<file path="src/rtl/stopwatch_pkg.sv">
// Shared types and helpers for the BCD stopwatch: FSM states, time record,
// BCD limits and the cascaded BCD increment.
package stopwatch_pkg;

  typedef enum logic [1:0] {
    IDLE  = 2'd0,
    RUN   = 2'd1,
    PAUSE = 2'd2,
    LAP   = 2'd3
  } sw_state_e;

  localparam logic [3:0] BCD_NINE = 4'd9;
  localparam logic [3:0] BCD_FIVE = 4'd5;

  // Field order matches the display, most significant digit first.
  typedef struct packed {
    logic [3:0] m10;
    logic [3:0] m1;
    logic [3:0] s10;
    logic [3:0] s1;
    logic [3:0] c10;
    logic [3:0] c1;
  } sw_time_t;

  localparam sw_time_t TIME_MAX = 24'h595999;

  function automatic int clog2(input int value);
    int result;
    int v;
    result = 0;
    v = value - 1;
    while (v > 0) begin
      result = result + 1;
      v = v >> 1;
    end
    if (result == 0) result = 1;
    return result;
  endfunction

  function automatic sw_time_t bcd_inc(input sw_time_t t);
    sw_time_t n;
    n = t;
    if (t.c1 != BCD_NINE) n.c1 = t.c1 + 4'd1;
    else begin
      n.c1 = 4'd0;
      if (t.c10 != BCD_NINE) n.c10 = t.c10 + 4'd1;
      else begin
        n.c10 = 4'd0;
        if (t.s1 != BCD_NINE) n.s1 = t.s1 + 4'd1;
        else begin
          n.s1 = 4'd0;
          if (t.s10 != BCD_FIVE) n.s10 = t.s10 + 4'd1;
          else begin
            n.s10 = 4'd0;
            if (t.m1 != BCD_NINE) n.m1 = t.m1 + 4'd1;
            else begin
              n.m1 = 4'd0;
              n.m10 = (t.m10 != BCD_FIVE) ? t.m10 + 4'd1 : 4'd0;
            end
          end
        end
      end
    end
    return n;
  endfunction

endpackage

</file>
<file path="src/rtl/btn_conditioner.sv">
// Push-button conditioner: 2-flop synchronizer, debounce counter and a
// one-cycle pulse on each accepted press (release is silent).
import stopwatch_pkg::*;

module btn_conditioner #(
  parameter int DEBOUNCE = 1000000
) (
  input  logic clk,
  input  logic rst,
  input  logic btn,
  output logic press
);

  localparam int CW = clog2(DEBOUNCE + 1);

  logic          sync1_q, sync1_d;
  logic          sync2_q, sync2_d;
  logic          level_q, level_d;
  logic          prev_q, prev_d;
  logic          press_q, press_d;
  logic [CW-1:0] cnt_q, cnt_d;

  // The level flips only after DEBOUNCE consecutive disagreeing samples.
  always_comb begin
    sync1_d = btn;
    sync2_d = sync1_q;
    level_d = level_q;
    cnt_d   = cnt_q;
    prev_d  = level_q;
    press_d = level_q & ~prev_q;
    if (sync2_q == level_q) begin
      cnt_d = '0;
    end else if (cnt_q == CW'(DEBOUNCE - 1)) begin
      level_d = sync2_q;
      cnt_d   = '0;
    end else begin
      cnt_d = cnt_q + 1'b1;
    end
  end

  always_ff @(posedge clk) begin
    if (rst) begin
      sync1_q <= 1'b0;
      sync2_q <= 1'b0;
      level_q <= 1'b0;
      prev_q  <= 1'b0;
      press_q <= 1'b0;
      cnt_q   <= '0;
    end else begin
      sync1_q <= sync1_d;
      sync2_q <= sync2_d;
      level_q <= level_d;
      prev_q  <= prev_d;
      press_q <= press_d;
      cnt_q   <= cnt_d;
    end
  end

  assign press = press_q;

endmodule

</file>
<file path="src/rtl/stopwatch_bcd.sv">
// mm:ss.cc stopwatch driving six BCD digits for the 7-segment decoders,
// with start/stop and lap/clear push-buttons.
import stopwatch_pkg::*;

module stopwatch_bcd #(
  parameter int CLK_HZ   = 50000000,
  parameter int TICK_HZ  = 100,
  parameter int DEBOUNCE = 1000000
) (
  input  logic       clk,
  input  logic       rst,
  input  logic       btn_ss,
  input  logic       btn_lc,
  output logic [3:0] digit0,
  output logic [3:0] digit1,
  output logic [3:0] digit2,
  output logic [3:0] digit3,
  output logic [3:0] digit4,
  output logic [3:0] digit5,
  output logic       running,
  output logic       lap_active,
  output logic       wrap
);

  localparam int DIV = CLK_HZ / TICK_HZ;
  localparam int PW  = clog2(DIV);

  sw_state_e     state_q, state_d;
  logic [PW-1:0] presc_q, presc_d;
  sw_time_t      time_q, time_d;
  sw_time_t      lap_q, lap_d;
  sw_time_t      digits_q, digits_d;
  logic          running_q, running_d;
  logic          lap_active_q, lap_active_d;
  logic          wrap_q, wrap_d;

  logic ss_press, lc_press;
  logic counting, tick, clear, capture;

  btn_conditioner #(.DEBOUNCE(DEBOUNCE)) u_ss (
    .clk   (clk),
    .rst   (rst),
    .btn   (btn_ss),
    .press (ss_press)
  );

  btn_conditioner #(.DEBOUNCE(DEBOUNCE)) u_lc (
    .clk   (clk),
    .rst   (rst),
    .btn   (btn_lc),
    .press (lc_press)
  );

  // Start/stop always wins over a lap/clear press in the same cycle.
  always_comb begin
    state_d = state_q;
    clear   = 1'b0;
    capture = 1'b0;
    case (state_q)
      IDLE: begin
        if (ss_press) state_d = RUN;
      end
      RUN: begin
        if (ss_press) state_d = PAUSE;
        else if (lc_press) begin
          state_d = LAP;
          capture = 1'b1;
        end
      end
      LAP: begin
        if (ss_press) state_d = PAUSE;
        else if (lc_press) state_d = RUN;
      end
      PAUSE: begin
        if (ss_press) state_d = RUN;
        else if (lc_press) begin
          state_d = IDLE;
          clear   = 1'b1;
        end
      end
      default: state_d = IDLE;
    endcase
  end

  assign counting = (state_q == RUN) || (state_q == LAP);
  assign tick     = counting && (presc_q == PW'(DIV - 1));

  always_comb begin
    presc_d = presc_q;
    time_d  = time_q;
    wrap_d  = 1'b0;
    if (clear) begin
      presc_d = '0;
      time_d  = '0;
    end else if (tick) begin
      presc_d = '0;
      time_d  = bcd_inc(time_q);
      wrap_d  = (time_q == TIME_MAX);
    end else if (counting) begin
      presc_d = presc_q + 1'b1;
    end
    lap_d        = capture ? time_q : lap_q;
    digits_d     = (state_d == LAP) ? lap_d : time_q;
    running_d    = (state_d == RUN) || (state_d == LAP);
    lap_active_d = (state_d == LAP);
  end

  always_ff @(posedge clk) begin
    if (rst) begin
      state_q      <= IDLE;
      presc_q      <= '0;
      time_q       <= '0;
      lap_q        <= '0;
      digits_q     <= '0;
      running_q    <= 1'b0;
      lap_active_q <= 1'b0;
      wrap_q       <= 1'b0;
    end else begin
      state_q      <= state_d;
      presc_q      <= presc_d;
      time_q       <= time_d;
      lap_q        <= lap_d;
      digits_q     <= digits_d;
      running_q    <= running_d;
      lap_active_q <= lap_active_d;
      wrap_q       <= wrap_d;
    end
  end

  assign digit0     = digits_q.c1;
  assign digit1     = digits_q.c10;
  assign digit2     = digits_q.s1;
  assign digit3     = digits_q.s10;
  assign digit4     = digits_q.m1;
  assign digit5     = digits_q.m10;
  assign running    = running_q;
  assign lap_active = lap_active_q;
  assign wrap       = wrap_q;

endmodule

</file>
<file path="config.mk">
export PLATFORM = sky130hd
export DESIGN_NAME = stopwatch_bcd
export DESIGN_NICKNAME = d
export VERILOG_FILES = /design/src/rtl/stopwatch_pkg.sv /design/src/rtl/btn_conditioner.sv /design/src/rtl/stopwatch_bcd.sv
export SDC_FILE = /design/constraint.sdc
export NUM_CORES = 1
export LEC_CHECK = 0
export BUFFER_PORTS_ARGS = -buffer_cell sky130_fd_sc_hd__buf_2
export CORE_MARGIN = 2
export CORE_UTILIZATION = 55
export CTS_BUF_LIST = sky130_fd_sc_hd__clkbuf_4 sky130_fd_sc_hd__clkbuf_8
export DETAILED_ROUTE_END_ITERATION = 8
export GPL_ROUTABILITY_DRIVEN = 0
export GPL_TIMING_DRIVEN = 0
export PLACE_DENSITY = 0.73
export SYNTH_ARGS = -nofsm -noshare
export SYNTH_HDL_FRONTEND = slang
export SYNTH_SLANG_ARGS = --single-unit
</file>
<file path="constraint.sdc">
create_clock -name clk -period 2.81 [get_ports clk]
set_input_delay 0.4215 -clock clk [delete_from_list [all_inputs] [get_ports clk]]
set_output_delay 0.4215 -clock clk [all_outputs]
set_load 0.005 [all_outputs]
</file>
==> metrics.cfg <==
[run_status]
status = completed

[synth]
syn-mean-instance-area_um2 = 8.38
yosysTopAreaCell = dfxtp_1
yosysWarnings = 0
synth-seq-cells = 146
ys_async_sr_fraction = 0
synth_area_um2 = 5900
yosysMostFrequentCell = dfxtp_1
synth_nets = 711
synthTopCellsByCount = dfxtp_1 (146), nand2_1 (134), nor2_1 (96)
synthTopCellsByArea = dfxtp_1 (50%), nand2_1 (8.5%), nor2_1 (6.1%), a21oi_1 (5.6%), xnor2_1 (4.9%)
dominantRegCellSynth = dfxtp_1
synth.top_cell.area_share = 0.495
netlist_instances = 704
synth_edf_count = 0
synth_cell_type_count = 46
ys_seq_area_frac = 0.495

[layout]
layout.nets = 759
n_fill_cell = 921
layout-drive-gt1-share = 0.0970
post-route-cell-area_um2 = 6650
multi_input_area_um2 = 2800
antenna_cells = 0
areaGrowthSynthToFinish_pct = 12.8
regArea_um2 = 2920

[sta]
max_freq_mhz = 379
timing.setup.tns_ps = 0
finalCritPeriodShare = 0.939
max-slew-margin-rel = 0.405
setup_violations = 0
final_max_slew_viol_count = 0
hold_ws_ps = 208
hold_viol = 0
setup_ws_ps = 172
tightest_slew_ps = 888
rsz0062_at_grt = no
period_needed_ps = 2640
skew_ps = 18.9

[clock_network]
cts_resized = 0
clk_latency_ps = 440
cts_tree = yes
post_cts_buffers = 0
clk_pin_slew_worst_paths_ps = 90
cts_htree_levels = 4
cts_sinks = 146
clockBufferDepth = 2
cts-root-buf = clkbuf_8
numCtsBuffers = 17
hold_buffers = 0

[setup_path]
worst-path-buf-inv = 2
worstSetupPathType = register to register
path_delay_family = simple AND/OR/NAND/NOR gates
critical_path_arrival_ps = 2940
worstPathRequired_ps = 3110
path_cells = ha_1 -> nand2_4 -> or4_4 -> buf_6 -> o21ai_1 -> clkbuf_1 -> nor2_1
critPathLaunchType = register
worst_setup_path_end_kind = register
slowest_stage = o21ai_1
cp_max_fo = 10
critical_path.max_stage_delay_ps = 580

[die]
initial_core_util = 0.569
ios = 31
dieArea_um2 = 11600
die_x_um = 108
die_h_um = 108
core_um2 = 10400
rows = 37

[global_routing]
grt_max_degree = 17
first_global_vias = 4529
grt_remaining_overflow = 0
antenna_found_initial = 0
grt_usage = 0.225
grt_pass1_wl_um = 20700

[drt]
vias = 4768
final_antenna_net_count = 0
route.detailed.drc = 0
via_per_inst = 5.30
post_drt_wl_per_cell_um = 13.5
first_pass_iters = 5
drtIter0Drc = 262
finalWirelength_um = 12100

[pwr]
leakagePower_nw = 2.24
ir_drop_v = 0.000537
finalPower_mw = 3.90
power_per_cell_area_nw_per_um2 = 586

[placed_design]
dp_slack_ps = 175
numPortBuffers = 29
hpwl_um = 8340
dpl_cell_area_um2 = 6210

[hold_path]
hp-class = primary input to register

[flow_run]
maxCapViolCount = 0

## metrics by stage
step | util | cells
2_1_floorplan | - | 704
3_5_place_dp | 0.599 | 869
4_1_cts | 0.641 | 899
3_3_place_gp | 0.599 | 869
6_report | 0.642 | 899
5_1_grt | 0.642 | 899
## registers in the layout (all words and copies together), names as in the netlist, 2 cells and up
| signal | count |
|---|---|
| state_q | 2 |
| digit0 | 4 |
| digit5 | 4 |
| time_q | 24 |
| digit2 | 4 |
| presc_q | 19 |
| u_ss.cnt_q | 20 |
| lap_q | 24 |
| digit3 | 4 |
| digit4 | 4 |
| digit1 | 4 |
| u_lc.cnt_q | 20 |
## area by class of cell
type,instances,share of cell area
Buffer,33,0.0205
Clock buffer,21,0.0416
Clock inverter,9,0.0235
Inverter,13,0.00733
Multi-Input combinational cell,512,0.420
Sequential cell,146,0.439
Tap cell,136,0.0256
Timing Repair Buffer,29,0.0218
## worst register-to-register path: stages, from the launching register on
cell	delay (ps)
dfxtp_1	400
ha_1	230
nand2_4	90
or4_4	530
buf_6	160
o21ai_1	590
clkbuf_1	410
nor2_1	100
## layer usage
layer | part of all wire | track usage | vias to the layer above | wire, um
li1 | - | - | 2433 | -
met1 | 0.47 | 0.285 | 2240 | 5740
met2 | 0.48 | 0.372 | 78 | 5780
met3 | 0.033 | 0.0569 | 17 | 406
met4 | 0.017 | 0.0778 | 0 | 210
met5 | 0 | 0 | - | 0
## path summary, 6_finish.rpt
path         depth (start not counted)  slack [ps]         from            to
min reg2reg                          1         390  u_ss.prev_q    u_ss.press
max reg2reg                          7         170   presc_q[0]   presc_q[10]
min                                  2         210       btn_lc  u_lc.sync1_q
max                                  7         170   presc_q[0]   presc_q[10]
## placed cells by master (no fill, tap or decap), types with 6 or more instances in the layout
| cell | Yosys | final |
|---|---|---|
| a21oi_1 | 66 | 66 |
| nor4_1 | 9 | 9 |
| xnor2_1 | 33 | 33 |
| o21ai_0 | 6 | 6 |
| nand3_1 | 25 | 25 |
| nor3_1 | 12 | 12 |
| clkbuf_1 | 29 | 29 |
| and3_1 | 8 | 8 |
| nor2b_1 | 17 | 17 |
| nand2_1 | 134 | 134 |
| inv_1 | 13 | 13 |
| nand4_1 | 13 | 13 |
| dfxtp_1 | 146 | 146 |
| clkbuf_8 | 0 | 19 |
| buf_2 | 0 | 29 |
| nor2_1 | 96 | 96 |
| xor2_1 | 28 | 28 |
| mux2i_1 | 9 | 9 |
## power breakdown
part / leakage (nW) / internal, mW / total, mW / switching (mW)
logic: 0.851 / 0.00920 / 0.0452 / 0.0360
registers: 1.18 / 2.07 / 2.07 / 0.00202
clock network: 0.211 / 1.02 / 1.78 / 0.755
total: 2.24 / 3.10 / 3.90 / 0.793
## cell families (layout without fill, tap and decap cells)
family | after synthesis | in the layout | share of synthesized area
AND/OR/NAND/NOR | 353 | 353 | 0.281
AO/OA/AOI/OAI | 86 | 86 | 0.0795
multiplexers | 9 | 9 | 0.0153
XOR/XNOR | 61 | 61 | 0.0906
flip-flops | 146 | 146 | 0.495
buffers and inverters | 46 | 105 | 0.0314
adder cells (fa/ha/maj) | 3 | 3 | 0.00636
Power figures use the tool's default switching activity.
